File: src/rtl/fft_pkg.sv
// Shared constants for the streaming FFT datapath (sink-side feeder and
// source-side capture).
//   FFT_LENGTH : points per frame (power of two, >= 8)
//   DW         : signed width of one real/imag component
//   MAG_W      : width of the |re|+|im| magnitude estimate
//   ST_*       : capture FSM state encodings
package fft_pkg;

  localparam int FFT_LENGTH = 256;
  localparam int DW         = 18;
  localparam int MAG_W      = DW + 1;

  typedef logic [1:0] state_t;

  localparam logic [1:0] ST_IDLE    = 2'd0;
  localparam logic [1:0] ST_CAPTURE = 2'd1;
  localparam logic [1:0] ST_DRAIN   = 2'd2;
  localparam logic [1:0] ST_DONE    = 2'd3;

endpackage

File: src/rtl/fft_mag_ram.sv
// Simple dual-port magnitude buffer: one synchronous write port, one
// synchronous read port with a registered output.
//   clk, rst      : clock, synchronous active-high reset (output reg only)
//   we/waddr/wdata: write port
//   raddr/rdata   : read port, rdata valid one cycle after raddr
// Reading the address being written returns the old contents.
module fft_mag_ram #(
  parameter int DEPTH = fft_pkg::FFT_LENGTH / 2,
  parameter int WIDTH = fft_pkg::MAG_W,
  localparam int AW   = $clog2(DEPTH)
) (
  input  logic             clk,
  input  logic             rst,
  input  logic             we,
  input  logic [AW-1:0]    waddr,
  input  logic [WIDTH-1:0] wdata,
  input  logic [AW-1:0]    raddr,
  output logic [WIDTH-1:0] rdata
);

  // Storage is deliberately not reset so it maps onto block RAM.
  logic [WIDTH-1:0] mem [DEPTH];

  always_ff @(posedge clk) begin
    if (we) mem[waddr] <= wdata;
  end

  always_ff @(posedge clk) begin
    if (rst) rdata <= '0;
    else     rdata <= mem[raddr];
  end

endmodule

File: src/rtl/fft_source_capture.sv
// Source-side consumer of the streaming FFT core. Takes one frame per
// packet, forms |re|+|im| per bin, buffers bins 0..FFT_LENGTH/2-1 and
// reports the strongest non-DC bin of each good frame.
//   clk, rst                 : clock, synchronous active-high reset
//   source_*                 : FFT core source stream (valid/ready/sop/eop/error)
//   i_rd_addr / o_rd_data    : buffer read port, 1-cycle latency
//   o_frame_done/o_frame_err : one-cycle status pulses
//   o_peak_bin/o_peak_mag    : peak of the last good frame
module fft_source_capture #(
  parameter int FFT_LENGTH = fft_pkg::FFT_LENGTH,
  parameter int DW         = fft_pkg::DW
) (
  input  logic                            clk,
  input  logic                            rst,
  input  logic signed [DW-1:0]            source_real,
  input  logic signed [DW-1:0]            source_imag,
  input  logic                            source_valid,
  input  logic                            source_startofpacket,
  input  logic                            source_endofpacket,
  input  logic [1:0]                      source_error,
  output logic                            source_ready,
  input  logic [$clog2(FFT_LENGTH)-2:0]   i_rd_addr,
  output logic [DW:0]                     o_rd_data,
  output logic                            o_frame_done,
  output logic                            o_frame_err,
  output logic [$clog2(FFT_LENGTH)-2:0]   o_peak_bin,
  output logic [DW:0]                     o_peak_mag
);

  import fft_pkg::*;

  localparam int MW = DW + 1;
  localparam int CW = $clog2(FFT_LENGTH);
  localparam int AW = CW - 1;

  state_t         state;
  logic [CW-1:0]  cnt;
  logic           acc, poison;

  logic [MW-1:0]  re_x, im_x, re_abs, im_abs, mag_d;
  logic [MW-1:0]  mag_q;
  logic [CW-1:0]  mag_bin;
  logic           mag_vld;

  logic [MW-1:0]  run_mag;
  logic [AW-1:0]  run_bin;
  logic           ram_we;

  // Ready follows the state directly so the core sees 0 while rst is held
  // and 1 on the first cycle out of reset.
  assign source_ready = ~rst & (state == ST_IDLE | state == ST_CAPTURE);
  assign acc          = source_valid & source_ready;
  assign poison       = |source_error;

  // Sign-extend by one bit before negating so that -2^(DW-1) maps to
  // +2^(DW-1) without overflow; the sum of two such values fits in MW.
  always_comb begin
    re_x   = {source_real[DW-1], source_real};
    im_x   = {source_imag[DW-1], source_imag};
    re_abs = re_x[MW-1] ? (~re_x + 1'b1) : re_x;
    im_abs = im_x[MW-1] ? (~im_x + 1'b1) : im_x;
    mag_d  = re_abs + im_abs;
  end

  always_ff @(posedge clk) begin
    if (acc) mag_q <= mag_d;
  end

  always_ff @(posedge clk) begin
    if (rst) begin
      state        <= ST_IDLE;
      cnt          <= '0;
      mag_vld      <= 1'b0;
      mag_bin      <= '0;
      run_mag      <= '0;
      run_bin      <= AW'(1);
      o_frame_done <= 1'b0;
      o_frame_err  <= 1'b0;
      o_peak_bin   <= '0;
      o_peak_mag   <= '0;
    end else begin
      o_frame_done <= 1'b0;
      o_frame_err  <= 1'b0;
      mag_vld      <= 1'b0;

      // Peak compare on the registered magnitude; lower half, DC excluded.
      // Bins arrive in order, so strict '>' keeps the lowest index on ties.
      // A sop in the case below overrides this update.
      if (mag_vld && !mag_bin[CW-1] && mag_bin != '0 && mag_q > run_mag) begin
        run_mag <= mag_q;
        run_bin <= mag_bin[AW-1:0];
      end

      case (state)
        ST_IDLE: begin
          if (acc && source_startofpacket) begin
            if (poison) begin
              o_frame_err <= 1'b1;
            end else begin
              state   <= ST_CAPTURE;
              cnt     <= CW'(1);
              mag_vld <= 1'b1;
              mag_bin <= '0;
              run_mag <= '0;
              run_bin <= AW'(1);
            end
          end
        end
        ST_CAPTURE: begin
          if (acc) begin
            if (poison) begin
              o_frame_err <= 1'b1;
              state       <= ST_IDLE;
            end else if (source_startofpacket) begin
              // Restart: abandon the current frame, this beat is bin 0.
              o_frame_err <= 1'b1;
              cnt         <= CW'(1);
              mag_vld     <= 1'b1;
              mag_bin     <= '0;
              run_mag     <= '0;
              run_bin     <= AW'(1);
            end else begin
              mag_vld <= 1'b1;
              mag_bin <= cnt;
              cnt     <= cnt + 1'b1;
              if (source_endofpacket) begin
                if (cnt == CW'(FFT_LENGTH - 1)) begin
                  state <= ST_DRAIN;
                end else begin
                  o_frame_err <= 1'b1;
                  state       <= ST_IDLE;
                end
              end
            end
          end
        end
        ST_DRAIN: begin
          state        <= ST_DONE;
          o_frame_done <= 1'b1;
          o_peak_bin   <= run_bin;
          o_peak_mag   <= run_mag;
        end
        default: begin
          state <= ST_IDLE;
          cnt   <= '0;
        end
      endcase
    end
  end

  assign ram_we = mag_vld & ~mag_bin[CW-1];

  fft_mag_ram #(
    .DEPTH (FFT_LENGTH / 2),
    .WIDTH (MW)
  ) u_ram (
    .clk   (clk),
    .rst   (rst),
    .we    (ram_we),
    .waddr (mag_bin[AW-1:0]),
    .wdata (mag_q),
    .raddr (i_rd_addr),
    .rdata (o_rd_data)
  );

endmodule

File: config.mk
export PLATFORM = sky130hd
export DESIGN_NAME = fft_source_capture
export DESIGN_NICKNAME = d
export VERILOG_FILES = /design/src/rtl/fft_pkg.sv /design/src/rtl/fft_mag_ram.sv /design/src/rtl/fft_source_capture.sv
export SDC_FILE = /design/constraint.sdc
export NUM_CORES = 2
export LEC_CHECK = 0
export ABC_AREA = 1
export ABC_CLOCK_PERIOD_IN_PS = 4100
export CORE_MARGIN = 5
export CORE_UTILIZATION = 55
export DETAILED_ROUTE_END_ITERATION = 8
export PLACE_DENSITY = 0.78
export SKIP_LAST_GASP = 1
export SLEW_MARGIN = 10
export SYNTH_ARGS = -nofsm -noshare
export SYNTH_HDL_FRONTEND = slang
export SYNTH_SLANG_ARGS = --single-unit
export TNS_END_PERCENT = 10
File: constraint.sdc
create_clock -name clk -period 4.1 [get_ports clk]
set_input_delay 0.41 -clock clk [delete_from_list [all_inputs] [get_ports clk]]
set_output_delay 0.41 -clock clk [all_outputs]
set_load 0.01 [all_outputs]
==> summary.json <==
{
  "pwr": {
    "leakage_nw": 41.06,
    "ir_worst_vdd_v": 0.0004542,
    "power-per-cell-area_mw_per_mm2": 481.3
  },
  "yosys": {
    "synth_sequential_area_ratio_pct": 72.98,
    "synthDistinctLibCells": 39,
    "yosys.area.top_type": "edfxtp_1",
    "synthesis.instances": 8847,
    "synth_flop_type": "edfxtp_1",
    "syn-num-nets": 8938,
    "yosysMostFrequentCell": "nand2_1",
    "synth_top_cells_by_area": "edfxtp_1, nand3_1, nand2_1",
    "synth-warning-count": 0,
    "ys_ff_latch": 2543,
    "synth.top_cells.by_count": "nand2_1, edfxtp_1, nand3_1",
    "post-synth-top-area-fraction_pct": 71.20,
    "synth-async-reset-ratio_pct": 0,
    "mappedNetlistArea_mm2": 0.1034,
    "synth_enable_flop_cells": 2451,
    "syn_area_per_cell_um2": 11.68
  },
  "cts": {
    "cts-root-buf": "clkbuf_16",
    "hold_buffers": 0,
    "tritoncts.num_buffers": 235,
    "cts.repair_timing.setup_buffer_count": 0,
    "cts-root-to-sink-buffers": 3,
    "clkSlewWorstSetupHoldPaths_ns": 0.06,
    "htree_num_levels": 4,
    "cts_tree": "done",
    "clock_sinks": 2543,
    "worst_skew_pair.late_latency_ns": 0.91,
    "post_cts_resized": 0
  },
  "die": {
    "dieArea_mm2": 0.1967,
    "die-width_um": 443.5,
    "fp.dieH_um": 443.5,
    "fp-row-count": 159,
    "start_util_pct": 55.16,
    "floorplan.core_area_mm2": 0.1874,
    "io-pin-count": 98
  },
  "worst_setup_path": {
    "critical_path_peak_fanout": 19,
    "critical_path_data_required_time_ns": 4.57,
    "worst_setup_path_start_kind": "register",
    "critical_path.endpoint_type": "register",
    "crit_arrival_ns": 3.60,
    "r2r.worst_path.cells": 4,
    "setup.worst_path.class": "register to register"
  },
  "global_routing": {
    "overflow_left_after_global_routing": 0,
    "global_route_wire_length_before_repair_um": 421900,
    "global_route.usage.total_pct": 28.12,
    "antenna_found_initial": 9,
    "number_of_global_route_vias_before_repair": 69270,
    "grt_start_max_net_pins": 143
  },
  "placed_design": {
    "place.detailed.hpwl_um": 158200,
    "routabilityCongestion": 0.8956,
    "port_bufs": 97
  },
  "timing": {
    "setup_tns_ns": 0,
    "clock-skew-final_ns": 0.08895,
    "fin_worst_hold_slack_ns": 0.1807,
    "final-max-slew-violation-count": 0,
    "final_min_period_over_clock_period_pct": 76.30,
    "max-slew-margin-rel_pct": 14.50,
    "timing.final.hold_violations": 0,
    "rsz0062_at_grt": "false",
    "setup-violations-final": 0,
    "timing.final.crit_period_ns": 3.128,
    "fmax_ghz": 0.3197,
    "tightestPinTransition_ns": 1.282
  },
  "detailed_routing": {
    "detailed_route_drc_error_count": 0,
    "detailed_router_s_first_iteration_violation_count": 10890,
    "count_of_vias_placed_by_the_detailed_router": 71700,
    "drt-wirelength-per-cell_um": 24.37,
    "drt_wl_total_um": 283000,
    "antenna_violating_nets_post_route": 0,
    "drt_via_density": 6.174,
    "drt_first_pass_iters": 7
  },
  "run_status": {
    "status": "finished, final reports clean"
  },
  "worst_hold_path": {
    "hold_class": "input pin to register",
    "timing.hold.worst_path_depth": 3
  },
  "layout": {
    "area_growth_pct": 12.28,
    "fraction_of_final_layout_cells_sized_beyond_drive_strength_1_pct": 8.502,
    "final_net_count": 9003
  },
  "flow_run": {
    "maxCapViolCount": 0
  }
}
placed cells by master (no fill, tap or decap), types with 46 or more instances in the layout:
cell type        netlist  routed
nand2_1             2743    2743
clkdlybuf4s50_1        0      90
nor2_1               294     191
dfxtp_1               92      92
a21oi_1               63      63
clkbuf_16              0     236
o21ai_0               68      68
buf_12                 0      48
inv_1                 86      84
clkinv_2               0      46
nor2_2                 1     104
edfxtp_1            2451    2451
nand3_1             2326    2326
buf_4                 19     246
path summary, 6_finish.rpt:
check / start / endpoint / slack [ns]
min reg2reg: mag_bin[7] / mag_bin[7] / 0.47
max reg2reg: mag_bin[0] / u_ram.mem[69][17] / 0.97
max: mag_bin[0] / u_ram.mem[69][17] / 0.97
min: i_rd_addr[6] / u_ram.rdata[6] / 0.18
critical path: stages, from the launching register on:
cell,delay [ns]
dfxtp_1,0.46
inv_1,0.18
nor3_1,0.27
nand2_1,0.61
nor2_2,1.19
stage by stage:
stage | worst slack (ns) | cells | utilization, % | cell area (um^2) | power (W)
floorplan | 0.5633 | 8847 | - | 103400 | 0.03216
detailed placement | 0.2825 | 11170 | 57.65 | 108000 | 0.03392
CTS | 1.106 | 11610 | 61.93 | 116100 | 0.05584
finish | 0.9716 | 11610 | 61.94 | 116100 | 0.05586
global route | 0.8273 | 11610 | 61.93 | 116100 | 0.05741
global placement | 0.2501 | 11170 | 57.65 | 108000 | 0.03379
metal layers:
| metal | GRT usage [%] | part of all wire, % | wire length [um] |
|---|---|---|---|
| met5 | 0 | 0.019 | 55 |
| met4 | 14.59 | 5.7 | 15990 |
| met3 | 7.103 | 13 | 36080 |
| met2 | 43.49 | 46 | 130800 |
| met1 | 37.16 | 35 | 100100 |
where the power goes:
group          switching (W)  total [W]  internal [W]  leakage (nW)
sequential         0.0000702     0.0292        0.0291          22.8
clock                0.00977     0.0223        0.0126          3.86
combinational        0.00334    0.00432      0.000984          14.4
total                 0.0132     0.0559        0.0427          41.1
final cells by class:
type | instances | area (um^2)
flip-flops and latches | 2543 | 75440
clock buffers | 286 | 6183
fillers | 13550 | 71330
multi-input cells | 5650 | 25330
well taps | 2495 | 3122
repair buffers | 390 | 3775
inverters | 92 | 377.9
clock inverters | 154 | 1832
diodes | 3 | 7.507
flip-flops by register name (all words and copies together) (netlist names):
register,count
mag_q,19
mag_vld,1
run_bin,7
o_frame_done,1
cnt,8
u_ram.rdata,19
o_frame_err,1
mag_bin,8
o_peak_bin,7
state,2
run_mag,19
o_peak_mag,19
u_ram.mem,2432
kinds of logic (layout without fill, tap and decap cells):
logic type	count (synthesis)	in the layout	share of synthesized area, %
buf+inv	654	922	2.774
flops	2543	2543	72.98
simple gates	5408	5408	22.53
xor+xnor	45	45	0.3813
compound gates	156	156	0.8255
other cells	0	3	0
fa+ha+maj	41	41	0.5035
No activity file was read; power rests on OpenSTA's default activity.
